==> config.mk <==
export PLATFORM = sky130hd
export DESIGN_NAME = z_window_accumulator_flat
export DESIGN_NICKNAME = d
export VERILOG_FILES = /design/src/rtl/z_window_accumulator_if.sv /design/src/rtl/z_window_accumulator.sv /design/src/flat_wrapper.sv
export SDC_FILE = /design/constraint.sdc
export NUM_CORES = 1
export LEC_CHECK = 0
export ABC_AREA = 1
export CORE_ASPECT_RATIO = 1.25
export CORE_MARGIN = 8
export CORE_UTILIZATION = 54
export DETAILED_ROUTE_END_ITERATION = 6
export PLACE_DENSITY = 0.77
export SYNTH_ARGS = -nofsm -noshare
export SYNTH_HDL_FRONTEND = slang
export SYNTH_SLANG_ARGS = --single-unit
==> constraint.sdc <==
create_clock -name CK -period 2.05 [get_ports CK]
set_clock_uncertainty 0.2 [all_clocks]
set_input_delay 0.615 -clock CK [delete_from_list [all_inputs] [get_ports CK]]
set_output_delay 0.615 -clock CK [all_outputs]
set_load 0.005 [all_outputs]
==> src/rtl/z_window_accumulator_if.sv <==
// Control and result bus of the Z window accumulator: window start/abort
// towards the block, registered count with valid/ready handshake back out.
interface z_window_accumulator_if #(
    parameter int CNT_W = 8,
    parameter int WIN_W = 8
);
    logic             START;
    logic             ABORT;
    logic [WIN_W-1:0] WIN_LEN;
    logic             OUT_READY;
    logic [CNT_W-1:0] CNT_OUT;
    logic             CNT_VALID;
    logic             OVF;
    logic             BUSY;

    modport master (
        output START, ABORT, WIN_LEN, OUT_READY,
        input  CNT_OUT, CNT_VALID, OVF, BUSY
    );

    modport slave (
        input  START, ABORT, WIN_LEN, OUT_READY,
        output CNT_OUT, CNT_VALID, OVF, BUSY
    );
endinterface

==> src/rtl/z_window_accumulator.sv <==
// Counts Z pulses over a programmable number of P_0-enabled cycles and
// offers the saturating count downstream through a valid/ready handshake.
module z_window_accumulator #(
    parameter int CNT_W = 8,
    parameter int WIN_W = 8
) (
    input  logic                  CK,
    input  logic                  RST,
    input  logic                  Z,
    input  logic                  P_0,
    z_window_accumulator_if.slave bus
);

    typedef enum logic [1:0] {
        S_IDLE = 2'd0,
        S_RUN  = 2'd1,
        S_HOLD = 2'd2
    } state_t;

    localparam logic [CNT_W-1:0] ACC_MAX = '1;

    state_t           r_state;
    logic [CNT_W-1:0] r_acc;
    logic [WIN_W-1:0] r_win;
    logic [CNT_W-1:0] r_cnt_out;
    logic             r_valid;
    logic             r_ovf;
    logic             r_busy;

    state_t           w_state_nxt;
    logic [CNT_W-1:0] w_acc_nxt;
    logic [WIN_W-1:0] w_win_nxt;
    logic [CNT_W-1:0] w_cnt_out_nxt;
    logic             w_ovf_nxt;
    logic             w_start_ok;
    logic             w_sat_hit;
    logic [CNT_W-1:0] w_acc_inc;

    always_comb begin
        // NOTE: every signal gets its hold value first so no path through the case infers a latch.
        w_state_nxt   = r_state;
        w_acc_nxt     = r_acc;
        w_win_nxt     = r_win;
        w_cnt_out_nxt = r_cnt_out;
        w_ovf_nxt     = r_ovf;

        w_start_ok = bus.START && (bus.WIN_LEN != '0);
        w_sat_hit  = Z && (r_acc == ACC_MAX);
        w_acc_inc  = (Z && !w_sat_hit) ? r_acc + CNT_W'(1) : r_acc;

        case (r_state)
            S_IDLE: begin
                if (w_start_ok) begin
                    w_state_nxt = S_RUN;
                    w_win_nxt   = bus.WIN_LEN;
                    w_acc_nxt   = '0;
                    w_ovf_nxt   = 1'b0;
                end
            end
            S_RUN: begin
                if (bus.ABORT) begin
                    w_state_nxt = S_IDLE;
                end else if (P_0) begin
                    w_acc_nxt = w_acc_inc;
                    w_ovf_nxt = r_ovf | w_sat_hit;
                    w_win_nxt = r_win - WIN_W'(1);
                    // The last enabled edge's Z is part of the published count.
                    if (r_win == WIN_W'(1)) begin
                        w_cnt_out_nxt = w_acc_inc;
                        w_state_nxt   = S_HOLD;
                    end
                end
            end
            S_HOLD: begin
                if (bus.OUT_READY) begin
                    if (w_start_ok) begin
                        w_state_nxt = S_RUN;
                        w_win_nxt   = bus.WIN_LEN;
                        w_acc_nxt   = '0;
                        w_ovf_nxt   = 1'b0;
                    end else begin
                        w_state_nxt = S_IDLE;
                    end
                end
            end
            default: w_state_nxt = S_IDLE;
        endcase
    end

    always_ff @(posedge CK or posedge RST) begin
        if (RST) begin
            r_state   <= S_IDLE;
            r_acc     <= '0;
            r_win     <= '0;
            r_cnt_out <= '0;
            r_valid   <= 1'b0;
            r_ovf     <= 1'b0;
            r_busy    <= 1'b0;
        end else begin
            // NOTE: non-blocking so every register samples the pre-edge values of the others.
            r_state   <= w_state_nxt;
            r_acc     <= w_acc_nxt;
            r_win     <= w_win_nxt;
            r_cnt_out <= w_cnt_out_nxt;
            r_ovf     <= w_ovf_nxt;
            r_busy    <= (w_state_nxt == S_RUN);
            r_valid   <= (w_state_nxt == S_HOLD);
        end
    end

    assign bus.CNT_OUT   = r_cnt_out;
    assign bus.CNT_VALID = r_valid;
    assign bus.OVF       = r_ovf;
    assign bus.BUSY      = r_busy;

endmodule

==> src/flat_wrapper.sv <==
// flat-port wrapper written by rule: the top's interface ports become plain ports
module z_window_accumulator_flat 
#(
    parameter int CNT_W = 8,
    parameter int WIN_W = 8
)
  (CK, RST, Z, P_0, bus_START, bus_ABORT, bus_WIN_LEN, bus_OUT_READY, bus_CNT_OUT, bus_CNT_VALID, bus_OVF, bus_BUSY);
  z_window_accumulator_if #(.CNT_W(CNT_W), .WIN_W(WIN_W)) bus_i ();
  input  logic CK;
  input  logic RST;
  input  logic Z;
  input  logic P_0;
  input wire logic [$bits(bus_i.START)-1:0] bus_START;
  input wire logic [$bits(bus_i.ABORT)-1:0] bus_ABORT;
  input wire logic [$bits(bus_i.WIN_LEN)-1:0] bus_WIN_LEN;
  input wire logic [$bits(bus_i.OUT_READY)-1:0] bus_OUT_READY;
  output wire logic [$bits(bus_i.CNT_OUT)-1:0] bus_CNT_OUT;
  output wire logic [$bits(bus_i.CNT_VALID)-1:0] bus_CNT_VALID;
  output wire logic [$bits(bus_i.OVF)-1:0] bus_OVF;
  output wire logic [$bits(bus_i.BUSY)-1:0] bus_BUSY;
  assign bus_i.START = bus_START;
  assign bus_i.ABORT = bus_ABORT;
  assign bus_i.WIN_LEN = bus_WIN_LEN;
  assign bus_i.OUT_READY = bus_OUT_READY;
  assign bus_CNT_OUT = bus_i.CNT_OUT;
  assign bus_CNT_VALID = bus_i.CNT_VALID;
  assign bus_OVF = bus_i.OVF;
  assign bus_BUSY = bus_i.BUSY;
  z_window_accumulator #(.CNT_W(CNT_W), .WIN_W(WIN_W)) u_core (.CK(CK), .RST(RST), .Z(Z), .P_0(P_0), .bus(bus_i));
endmodule
## Word-level counts from Yosys, hierarchy flattened

Index checks and enable logic that the tools add are counted.

| word-level totals | value |
|---|---|
| flip-flop bits (word level) | 29 |
| output and inout port bits | 11 |

| cells by class | value |
|---|---|
| equality and inequality tests | 9 |
| reductions and logical operators | 9 |
| bitwise operators | 2 |
| mux-type cells | 23 |
| add/subtract/negate cells | 2 |

Operator list:

| cell | number |
|---|---|
| $mux W8 | 9 |
| $pmux W8 S3 | 2 |
| $mux W2 | 5 |
| $add A8 B1 Y8 const B | 1 |
| $eq A8 B1 Y1 const B | 1 |
| $eq A8 B8 Y1 const B | 1 |
| $reduce_and A4 Y1 | 2 |
| $reduce_bool A8 Y1 | 1 |
| $sub A8 B1 Y8 const B | 1 |
| $ne A2 B2 Y1 const B | 3 |
| $pmux W2 S3 | 1 |
| $mux W1 | 5 |
| $eq A2 B1 Y1 const B | 2 |
| $eq A2 B2 Y1 const B | 2 |
| $logic_and A1 B1 Y1 | 3 |
| $pmux W1 S3 | 1 |
| $reduce_bool A3 Y1 | 1 |
| $logic_not A2 Y1 | 1 |
| $logic_not A1 Y1 | 1 |
| $not A1 Y1 | 1 |
| $or A1 B1 Y1 | 1 |

## Logic depth before layout (Yosys ltp)

Gate-level depths: netlist (run 1).

| depth | value |
|---|---|
| word-level depth | 8 |
| gate-level depth with buffers | 9 |

## Least setup slack after synthesis (run 1)

No wires, ideal clock.

| path | value |
|---|---|
| kind | input-to-reg |
| start | in bus_ABORT |
| end | reg u_core.r_acc[0] |
| setup time | 0.117 ns |
| stages on the path | 7 |
| data required time | 1.733 ns |
| slack | 0.408 ns |
| data arrival time | 1.324 ns |
| cells stage by stage | inv_1 nand3_2 nand2_1 nand2_4 buf_6 nand2_1 nand2_1 |

| between the ends | value |
|---|---|
| cells in the longest elaborated chain, start to end | 2 |

RTL lines:

| what | line | RTL |
|---|---|---|
| from (decl) | flat_wrapper.sv:14 | `input wire logic [$bits(bus_i.ABORT)-1:0] bus_ABORT;` |
| $ne A2 B2 Y1 (no line) | -- |  |
| $reduce_and A4 Y1 (no line) | -- |  |
| to (signal assigned) | z_window_accumulator.sv:102 | `r_acc <= w_acc_nxt;` |
| to (decl) | z_window_accumulator.sv:23 | `logic [CNT_W-1:0] r_acc;` |

Every way passes these cells.
A chain may end at the register's enable or synchronous reset.

## Worst setup path in the final report (run 1)

| path | value |
|---|---|
| start | reg u_core.r_ovf (netlist: u_core.bus.OVF) |
| end | out bus_OVF |

RTL lines:

| what | line | RTL |
|---|---|---|
| from (decl) | z_window_accumulator.sv:27 | `logic r_ovf;` |
| from (signal assigned) | z_window_accumulator.sv:105 | `r_ovf <= w_ovf_nxt;` |
| to (decl) | flat_wrapper.sv:19 | `output wire logic [$bits(bus_i.OVF)-1:0] bus_OVF;` |

No word-level cell between the ends.

==> results of run 1 <==
-- final cells by class --
class                      count  area, µm²
clock buffer                   7       86.3
multi-input combinational    191        937
tap                           37       46.3
timing repair buffer          33        323
inverter                      32        120
sequential                    29        726
fill                         277        956
-- final timing paths --
kind | startpoint | end | slack, ns | depth (start not counted)
worst max register to register | u_core.r_acc[1]$_DFFE_PP0P_ | u_core.bus.CNT_OUT[5]$_DFFE_PP0P_ | 0.27 | 7
max in group asynchronous | RST | u_core.bus.CNT_OUT[6]$_DFFE_PP0P_ | 0.84 | 3
worst min-delay path | u_core.bus.CNT_OUT[5]$_DFFE_PP0P_ | u_core.bus.CNT_OUT[5]$_DFFE_PP0P_ | 0.28 | 2
worst max-delay path | u_core.bus.OVF$_DFFE_PP0P_ | bus_OVF | 0.06 | 1
worst min register to register | u_core.bus.CNT_OUT[5]$_DFFE_PP0P_ | u_core.bus.CNT_OUT[5]$_DFFE_PP0P_ | 0.28 | 2
min in group asynchronous | RST | u_core.r_state[0]$_DFF_PP0_ | 0.53 | 3
-- through the flow --
stage / setup slack [ns] / power [mW]
floorplan: 0.408 / 1.60
detailed placement: -0.253 / 1.90
CTS: 0.0459 / 2.39
global route: 0.0135 / 2.60
finish: 0.0640 / 2.40
global placement: -0.200 / 1.87
-- repair_timing --
item | CTS | global route
gates resized for setup | 0 | 1
setup buffers | 0 | 0
endpoints found under the setup margin | 0 | 15
-- power by group through the flow --
| stage | clock network, mW | registers, mW | logic, mW |
|---|---|---|---|
| 4_1_cts | 0.493 | 0.901 | 0.999 |
| 6_report | 0.492 | 0.903 | 1.01 |
| 3_3_place_gp | 0 | 0.909 | 0.963 |
| 2_1_floorplan | 0 | 0.879 | 0.718 |
| 5_1_grt | 0.522 | 0.929 | 1.15 |
| 3_5_place_dp | 0 | 0.908 | 0.993 |
-- per-layer routing --
metal	part of all wire	routed length, µm	track usage
met1	0.40	1790	0.187
met2	0.54	2430	0.316
met3	0.044	196	0.0487
met4	0.019	87	0.0671
met5	0	0	0
-- logic make-up after synthesis --
kind of cell,count (synthesis),synth area share
compound gates,15,0.0542
flops,29,0.403
fa+ha+maj,3,0.0209
buf+inv,35,0.0820
simple gates,168,0.420
xor+xnor,4,0.0195
-- cells in the final DEF (no fill, tap or decap), drive strengths merged --
cell	count
a21boi	1
o21ai	10
xor2	2
a22oi	2
a21oi	2
dfrtp	29
buf	8
xnor2	2
nand4	3
nor3	4
clkdlybuf4s50	25
ha	3
nand2	113
nor2	20
nand3	29
inv	32
clkbuf	7
-- registers in the layout, summed over array words and instances, names as in the netlist --
register and cells:
u_core.bus.OVF 1, u_core.r_state 2, u_core.bus.CNT_OUT 8, u_core.bus.BUSY 1, u_core.bus.CNT_VALID 1, u_core.r_acc 8, u_core.r_win 8
==> flow_summary.json, run 1 <==
{
  "post-route-period-util": 0.969,
  "intPower_mw": 1.40,
  "first_global_vias": 1652,
  "globalRouteOverflowTotal": 0,
  "timing.critical_path.required_ns": 1.23,
  "ir_drop_mv": 0.676,
  "detail_route.vias_per_cell": 5.17,
  "setup-tns-final_ns": 0,
  "worst_setup_path_end_kind": "output port",
  "detail_routed_net_length_per_standard_cell_um": 13.7,
  "cts_inserted_buffers": 5,
  "crit_path_cell_trace": "clkdlybuf4s50_1",
  "hold-worst-slack_ns": 0.285,
  "synth-async-reset-ratio": 1.00,
  "worst_pin_slew_ns": 0.447,
  "synth_enable_flop_cells": 0,
  "fp-row-count": 23,
  "design_area_mm2": 0.00224,
  "drt_wl_total_mm": 4.50,
  "timing.critical_path.from_type": "flip-flop",
  "drtPass1Iterations": 4,
  "ys_types": 26,
  "largest_net_degree_at_the_start_of_global_routing": 30,
  "combinational_cell_fraction_of_total_power": 0.419,
  "num_clock_sinks": 29,
  "netlist.top_cell.by_area": "sky130_fd_sc_hd__dfrtp_1",
  "fraction_of_layout_cells_with_a_size_suffix_above_1": 0.116,
  "criticalPathCategory": "flip-flop to output port",
  "ys_seq_area_frac": 0.403,
  "final.min_clock_period_ns": 1.99,
  "route.antenna.remaining_nets": 0,
  "total_leakage_power_nw": 1.18,
  "dieArea_mm2": 0.00545,
  "unrepaired_setup_endpoints_after_global_routing": "false",
  "antenna_found_initial": 0,
  "power_density_mw_per_mm2": 1070,
  "switching_power_share_of_the_total": 0.417,
  "final-hold-violation-count": 0,
  "all_layer_global_routing_usage": 0.176,
  "synthesis.instances": 254,
  "die_width_um": 67.6,
  "critical_path_peak_fanout": 3,
  "critPathTopFamily": "buffers and inverters",
  "dr_total_vias": 1701,
  "dieHeight_um": 80.6,
  "root_buffer": "sky130_fd_sc_hd__clkbuf_8",
  "clkTransAtPathRegs_ns": 0.07,
  "drt_iter0_drc": 124,
  "p_sw_mw": 1.00,
  "layout.cells.non_filler": 329,
  "syn-num-nets": 272,
  "dpl.hpwl_mm": 3.21,
  "power_frac_seq": 0.376,
  "critical_path.slowest_cell": "sky130_fd_sc_hd__clkdlybuf4s50_1",
  "synthTopCellsByArea": "sky130_fd_sc_hd__dfrtp_1 40%, sky130_fd_sc_hd__nand2_1 22%, sky130_fd_sc_hd__nand3_1 7.8%, sky130_fd_sc_hd__inv_1 6.0%, sky130_fd_sc_hd__nor2_1 3.3%",
  "cts-root-to-sink-buffers": 2,
  "insertion_delay_ns": 0.29,
  "final_core_utilization": 0.701,
  "pwr-share-clk": 0.205,
  "number_of_flip_flops_and_latches_in_the_synthesized_netlist": 29,
  "worst-endpoint-arrival_ns": 1.17,
  "post_synth_most_frequent_cells": "107 x sky130_fd_sc_hd__nand2_1, 29 x sky130_fd_sc_hd__dfrtp_1, 29 x sky130_fd_sc_hd__inv_1",
  "slowest_delay_ns": 0.51,
  "post_synth.cell_area_avg_um2": 7.09,
  "initial_core_util": 0.564,
  "area_delta_synth_final_pct": 24.3,
  "most_repeated_cell_in_the_gate_level_netlist_after_synthesis": "sky130_fd_sc_hd__nand2_1",
  "cts_hold_buffers": 0,
  "synthDominantCellAreaShare": 0.403,
  "cts_tree": "built",
  "dpl.cell_count": 321,
  "slew-limit-headroom": 0.702,
  "postSynth.topFlopCell": "sky130_fd_sc_hd__dfrtp_1",
  "postPlaceCellArea_mm2": 0.00214,
  "clock_tree.htree_level_count": 2,
  "route.detailed.drc": 0,
  "nets": 310,
  "report.final.slew_viol_count": 0,
  "top_achievable_clock_speed_mhz": 504,
  "netlist_area_mm2": 0.00180,
  "final_weighted_congestion_in_routability_driven_placement": 0.850,
  "hp_class": "flip-flop to flip-flop",
  "antenna_cells_inserted": 0,
  "maxCapViolCount": 0,
  "core-area_mm2": 0.00319,
  "run_status": "finished clean",
  "buffer_ports.inserted": 25,
  "ys_warn_count": 0,
  "timing.final.setup_violations": 0,
  "floorplan.io_pins": 26,
  "global_route_wire_length_before_repair_mm": 7.30,
  "crit_buf_inv": 1
}
Power figures use the tool's default switching activity.
==> run 2: changes to the inputs <==
ABC_AREA = not set   (was 1)
CELL_PAD_IN_SITES_DETAIL_PLACEMENT = 0   (was not set)
CELL_PAD_IN_SITES_GLOBAL_PLACEMENT = 1   (was not set)
CORE_UTILIZATION = 39   (was 54)
PLACE_DENSITY = 0.76   (was 0.77)
==> run 2 against run 1 <==
Sequential power shrank 9.5%. Wire length shrank 11%. Count of clock-buffer cells in the layout is the same. Die area grew 17%. Area after synthesis shrank 12%. Combinational power shrank 26%. Largest power group is now sequential cells. Flip-flop and latch count is the same. Worst hold slack lost 0.0079 ns. Core utilization shrank 16 points. Critical endpoint is now u_core.bus.CNT_OUT[3]$_DFFE_PP0P_. Critical path type is now flip-flop to flip-flop. Worst setup slack gained 0.0060 ns. Global-route usage shrank 3.9 points.
==> flow_summary.json, run 2 <==
{
  "route.antenna.remaining_nets": 0,
  "postSynth.topFlopCell": "sky130_fd_sc_hd__dfrtp_1",
  "post-route-period-util": 0.966,
  "cts-root-to-sink-buffers": 2,
  "hp_class": "flip-flop to flip-flop",
  "power_density_mw_per_mm2": 958,
  "worst-endpoint-arrival_ns": 1.97,
  "route.detailed.drc": 0,
  "top_achievable_clock_speed_mhz": 505,
  "final-hold-violation-count": 0,
  "cts_tree": "built",
  "total_leakage_power_nw": 0.977,
  "report.final.slew_viol_count": 0,
  "ys_warn_count": 0,
  "cts_hold_buffers": 0,
  "synthTopCellsByArea": "sky130_fd_sc_hd__dfrtp_1 46%, sky130_fd_sc_hd__o21ai_0 9.5%, sky130_fd_sc_hd__a21oi_1 4.7%, sky130_fd_sc_hd__nand2_1 4.3%, sky130_fd_sc_hd__nor2_1 3.8%",
  "post_synth.cell_area_avg_um2": 8.84,
  "maxCapViolCount": 0,
  "met1_use_gr": 0.147,
  "synthDominantCellAreaShare": 0.459,
  "worst_setup_path_end_kind": "flip-flop",
  "dpl.hpwl_mm": 2.95,
  "drt_iter0_drc": 120,
  "all_layer_global_routing_usage": 0.138,
  "number_of_flip_flops_and_latches_in_the_synthesized_netlist": 29,
  "die_width_um": 73.0,
  "netlist_area_mm2": 0.00158,
  "timing.final.setup_violations": 0,
  "insertion_delay_ns": 0.27,
  "slew-limit-headroom": 0.739,
  "dieHeight_um": 87.2,
  "timing.critical_path.required_ns": 2.04,
  "critical_path_peak_fanout": 18,
  "final.min_clock_period_ns": 1.98,
  "root_buffer": "sky130_fd_sc_hd__clkbuf_8",
  "global_route_wire_length_before_repair_mm": 6.91,
  "worst_pin_slew_ns": 0.390,
  "synth_enable_flop_cells": 0,
  "initial_core_util": 0.395,
  "final_common_cell": "sky130_fd_sc_hd__dfrtp_1",
  "setup-tns-final_ns": 0,
  "drtPass1Iterations": 4,
  "final_weighted_congestion_in_routability_driven_placement": 0.840,
  "drt_wl_total_mm": 3.99,
  "clock_tree.htree_level_count": 2,
  "synth-async-reset-ratio": 1.00,
  "met3_global_route_usage": 0.0415,
  "run_status": "finished clean",
  "fraction_of_layout_cells_with_a_size_suffix_above_1": 0.170,
  "syn-num-nets": 197,
  "core-area_mm2": 0.00400,
  "floorplan.io_pins": 26,
  "largest_net_degree_at_the_start_of_global_routing": 30,
  "synthesis.instances": 179,
  "netlist.top_cell.by_area": "sky130_fd_sc_hd__dfrtp_1",
  "ir_drop_mv": 0.511,
  "area_delta_synth_final_pct": 36.9,
  "most_repeated_cell_in_the_gate_level_netlist_after_synthesis": "sky130_fd_sc_hd__o21ai_0",
  "detail_route.vias_per_cell": 5.35,
  "first_global_vias": 1551,
  "final_core_utilization": 0.541,
  "ys_seq_area_frac": 0.459,
  "mostFrequentLayoutCells": "29 x sky130_fd_sc_hd__dfrtp_1, 22 x sky130_fd_sc_hd__o21ai_0, 18 x sky130_fd_sc_hd__nand2_1, 16 x sky130_fd_sc_hd__nor2_1, 16 x sky130_fd_sc_hd__buf_4",
  "dr_total_vias": 1497,
  "num_clock_sinks": 29,
  "criticalPathCategory": "flip-flop to flip-flop",
  "antenna_cells_inserted": 0,
  "met2_usage": 0.241,
  "dieArea_mm2": 0.00636,
  "nets": 241,
  "clkTransAtPathRegs_ns": 0.06,
  "antenna_found_initial": 0,
  "grt_busiest_layer": "met2",
  "post_synth_most_frequent_cells": "30 x sky130_fd_sc_hd__o21ai_0, 29 x sky130_fd_sc_hd__dfrtp_1, 18 x sky130_fd_sc_hd__nand2_1",
  "globalRouteOverflowTotal": 0,
  "detail_routed_net_length_per_standard_cell_um": 14.3,
  "ys_types": 35,
  "fp-row-count": 26,
  "buffer_ports.inserted": 25,
  "cts_inserted_buffers": 5,
  "timing.critical_path.from_type": "flip-flop"
}
## run 2: cell count changes after synthesis, sizes merged, moves of 4 or more
cell | before | now
nand3 | 29 | 10
nand2 | 112 | 18
inv | 32 | 5
o21ai | 10 | 31
and3 | 0 | 5
nor2 | 20 | 16
a21oi | 2 | 15
## run 2: what timing repair did
item	CTS	global route
setup endpoints to repair	19	25
gates resized for setup	14	21
pin swaps	5	9
setup buffers	0	1
cloned	1	0
## run 2: final timing paths
| kind | slack, ns | endpoint | start | cells after the start |
|---|---|---|---|---|
| setup / recovery | 0.07 | u_core.bus.CNT_OUT[3]$_DFFE_PP0P_ | u_core.r_win[4]$_DFFE_PP0P_ | 5 |
| hold / removal | 0.28 | u_core.bus.CNT_OUT[5]$_DFFE_PP0P_ | u_core.bus.CNT_OUT[5]$_DFFE_PP0P_ | 2 |
| setup reg to reg | 0.07 | u_core.bus.CNT_OUT[3]$_DFFE_PP0P_ | u_core.r_win[4]$_DFFE_PP0P_ | 5 |
| hold reg to reg | 0.28 | u_core.bus.CNT_OUT[5]$_DFFE_PP0P_ | u_core.bus.CNT_OUT[5]$_DFFE_PP0P_ | 2 |
| max in group asynchronous | 0.86 | u_core.r_win[4]$_DFFE_PP0P_ | RST | 3 |
| min in group asynchronous | 0.51 | u_core.r_state[0]$_DFF_PP0_ | RST | 3 |
## run 2: cell type report
class | count | area [µm²]
Clock buffer | 7 | 96.3
Clock inverter | 1 | 5.00
Fill cell | 384 | 1840
Inverter | 5 | 18.8
Multi-Input combinational cell | 137 | 831
Sequential cell | 29 | 726
Tap cell | 56 | 70.1
Timing Repair Buffer | 45 | 418
## run 2: kinds of logic (layout without fill, tap and decap cells)
kind of cell               Yosys count  in the layout  synth area share
buffers and inverters               13             58            0.0483
xor gates and xnor gates             1              1           0.00554
AOI/OAI and AO/OA                   61             61             0.224
and+or+nand+nor                     70             70             0.227
DFF                                 29             29             0.459
muxes                                2              2            0.0127
adders and majority gates            3              3            0.0237
## run 2: where the power goes
| part | internal (mW) | switching (mW) |
|---|---|---|
| clock | 0.303 | 0.210 |
| sequential | 0.683 | 0.134 |
| combinational | 0.344 | 0.399 |
| total | 1.33 | 0.743 |
## run 2: routing by layer
metal / vias up / wire (µm)
met5: - / 0
met4: 0 / 39
met3: 4 / 134
met2: 28 / 2120
met1: 728 / 1700
li1: 737 / -
## run 2: stage by stage
step / std cells / hold WS (ns) / total power [mW] / setup slack (ns) / area [µm²]
floorplan: 179 / 0.270 / 1.25 / 0.155 / 1580
global placement: 270 / 0.261 / 1.49 / -0.405 / 1980
detailed placement: 270 / 0.266 / 1.51 / -0.503 / 1980
CTS: 279 / 0.280 / 2.05 / 0.0220 / 2100
global route: 280 / 0.301 / 2.22 / -0.0134 / 2160
finish: 280 / 0.277 / 2.07 / 0.0699 / 2160
## run 2: critical path, stage by stage (launching register included)
cell and delay, ns:
sky130_fd_sc_hd__dfrtp_1 0.40, sky130_fd_sc_hd__nor4_4 0.35, sky130_fd_sc_hd__nand4_1 0.16, sky130_fd_sc_hd__or3_4 0.40, sky130_fd_sc_hd__buf_12 0.16, sky130_fd_sc_hd__o31ai_4 0.22
==> run 3: changes to the inputs <==
CORE_UTILIZATION = 41   (was 39)
CTS_BUF_LIST = sky130_fd_sc_hd__clkbuf_4   (was not set)
PLACE_DENSITY = 0.79   (was 0.76)
==> run 3 against run 2 <==
Critical path depth is 4 lower. Global-route usage hardly changed. Final cell count is 8.2% lower. Worst hold slack better by 0.0060 ns. Clock power is 37% lower. Worst setup slack worse by 0.017 ns. Critical path type is now flip-flop to output port. Largest cell class unchanged. Power is 9.1% lower.
==> flow_summary.json, run 3 (synthesized netlist as in run 2, its figures left out) <==
{
  "run_status": "finished clean",
  "clkTransAtPathRegs_ns": 0.10,
  "final.setup.worst_slack_ns": 0.0534,
  "detail_routed_net_length_per_standard_cell_um": 15.5,
  "cts-root-to-sink-buffers": 2,
  "final_weighted_congestion_in_routability_driven_placement": 0.911,
  "slowest_delay_ns": 0.50,
  "top_achievable_clock_speed_mhz": 501,
  "drtPass1Iterations": 4,
  "largest_net_degree_at_the_start_of_global_routing": 30,
  "unrepaired_setup_endpoints_after_global_routing": "false",
  "initial_core_util": 0.421,
  "report.final.slew_viol_count": 0,
  "num_clock_sinks": 29,
  "mostFrequentLayoutCells": "28 x sky130_fd_sc_hd__dfrtp_1, 26 x sky130_fd_sc_hd__o21ai_0, 18 x sky130_fd_sc_hd__nand2_1, 16 x sky130_fd_sc_hd__nor2_1, 14 x sky130_fd_sc_hd__a21oi_1",
  "root_buffer": "sky130_fd_sc_hd__clkbuf_4",
  "die_width_um": 71.6,
  "dpl.cell_count": 249,
  "fraction_of_layout_cells_with_a_size_suffix_above_1": 0.134,
  "globalRouteOverflowTotal": 0,
  "drt_wl_total_mm": 4.00,
  "holdPathStages": 2,
  "global_route_wire_length_before_repair_mm": 6.72,
  "post-place-ws_ns": -0.557,
  "timing.final.setup_violations": 0,
  "layout.cells.non_filler": 257,
  "floorplan.io_pins": 26,
  "power_density_mw_per_mm2": 925,
  "first_global_vias": 1519,
  "intPower_mw": 1.15,
  "switching_power_share_of_the_total": 0.387,
  "total_leakage_power_nw": 0.973,
  "core-area_mm2": 0.00375,
  "final.min_clock_period_ns": 2.00,
  "slew-limit-headroom": 0.724,
  "route.antenna.remaining_nets": 0,
  "timing.critical_path.from_type": "flip-flop",
  "pwr-share-clk": 0.172,
  "crit_path_cell_trace": "clkdlybuf4s50_1",
  "final-hold-violation-count": 0,
  "dieArea_mm2": 0.00611,
  "drt_iter0_drc": 127,
  "antenna_found_initial": 0,
  "area_delta_synth_final_pct": 28.8,
  "dpl.hpwl_mm": 2.94,
  "all_layer_global_routing_usage": 0.137,
  "dieHeight_um": 85.4,
  "post-route-period-util": 0.974,
  "worst-endpoint-arrival_ns": 1.18,
  "cts_hold_buffers": 0,
  "setup-tns-final_ns": 0,
  "nets": 234,
  "detail_route.vias_per_cell": 5.65,
  "antenna_cells_inserted": 0,
  "insertion_delay_ns": 0.33,
  "regToRegSetupSlack_ns": 0.13,
  "combinational_cell_fraction_of_total_power": 0.402,
  "crit_buf_inv": 1,
  "criticalPathCategory": "flip-flop to output port",
  "n_fill_cell": 362,
  "power.total_mw": 1.88,
  "ir_drop_mv": 0.630,
  "hp_class": "flip-flop to flip-flop",
  "critPathTopFamily": "buffers and inverters",
  "final_common_cell": "sky130_fd_sc_hd__dfrtp_1",
  "route.detailed.drc": 0,
  "critical_path_cell_count": 1,
  "cts_inserted_buffers": 5,
  "timing.critical_path.required_ns": 1.23,
  "cts_tree": "built",
  "buffer_ports.inserted": 25,
  "critical_path.slowest_cell": "sky130_fd_sc_hd__clkdlybuf4s50_1",
  "p_sw_mw": 0.730,
  "dr_total_vias": 1453,
  "worst_pin_slew_ns": 0.412,
  "power_frac_seq": 0.426,
  "maxCapViolCount": 0,
  "fp-row-count": 25,
  "rr_worst_depth": 5,
  "critical_path_peak_fanout": 2,
  "worst_setup_path_end_kind": "output port",
  "clock_tree.htree_level_count": 2
}
==> run 3: cell types whose count changed in the layout (fill, tap and decap cells not counted), sizes merged <==
cell	change
clkdlybuf4s50	-2
clkbuf	-2
dlymetal6s2s	+3
clkdlybuf4s15	-2
clkinv	+2
buf	-7
dlygate4sd2	+1
==> run 3: layout make-up <==
cell class / instances / area [µm²] / share of cell area
Sequential cell: 29 / 727 / 0.357
Tap cell: 40 / 50.0 / 0.0246
Clock buffer: 5 / 37.5 / 0.0184
Inverter: 5 / 18.8 / 0.00921
Clock inverter: 3 / 12.5 / 0.00614
Timing Repair Buffer: 38 / 365 / 0.179
Multi-Input combinational cell: 137 / 826 / 0.405
==> run 3: path summary, 6_finish.rpt <==
| path | from | endpoint |
|---|---|---|
| max | u_core.bus.CNT_OUT[3]$_DFFE_PP0P_ | bus_CNT_OUT[3] |
| min | u_core.bus.CNT_OUT[5]$_DFFE_PP0P_ | u_core.bus.CNT_OUT[5]$_DFFE_PP0P_ |
| max reg2reg | u_core.r_win[4]$_DFFE_PP0P_ | u_core.bus.CNT_OUT[3]$_DFFE_PP0P_ |
| min reg2reg | u_core.bus.CNT_OUT[5]$_DFFE_PP0P_ | u_core.bus.CNT_OUT[5]$_DFFE_PP0P_ |
| max in group asynchronous | RST | u_core.r_win[5]$_DFFE_PP0P_ |
| min in group asynchronous | RST | u_core.bus.CNT_OUT[2]$_DFFE_PP0P_ |
==> run 3: layer usage <==
metal / wire length [µm] / vias up / GRT usage
met5: 0 / - / 0
met1: 1670 / 690 / 0.142
li1: - / 721 / -
met2: 2110 / 35 / 0.251
met3: 136 / 7 / 0.0354
met4: 71 / 0 / 0.0596
==> run 3: what timing repair did <==
item                                   in CTS  in global routing
pin swaps                                   4                  5
resized for setup                          14                 15
buffers inserted                            0                  0
setup endpoints to repair                  20                 23
endpoints found under the hold margin       0                  0
==> run 3: per-stage QoR <==
step | instance area (µm²) | hold slack (ns) | util
floorplan | 1580 | 0.270 | -
global placement | 1920 | 0.262 | 0.512
detailed placement | 1920 | 0.269 | 0.512
CTS | 2000 | 0.293 | 0.532
global route | 2040 | 0.325 | 0.543
finish | 2040 | 0.283 | 0.543
==> run 3: power by group through the flow <==
| stage | clock network [mW] | registers [mW] | logic (mW) |
|---|---|---|---|
| after global placement | 0 | 0.792 | 0.715 |
| after global routing | 0.358 | 0.818 | 0.852 |
| final | 0.324 | 0.802 | 0.758 |
| after detailed placement | 0 | 0.797 | 0.724 |
| after floorplan | 0 | 0.787 | 0.465 |
| after CTS | 0.341 | 0.786 | 0.744 |
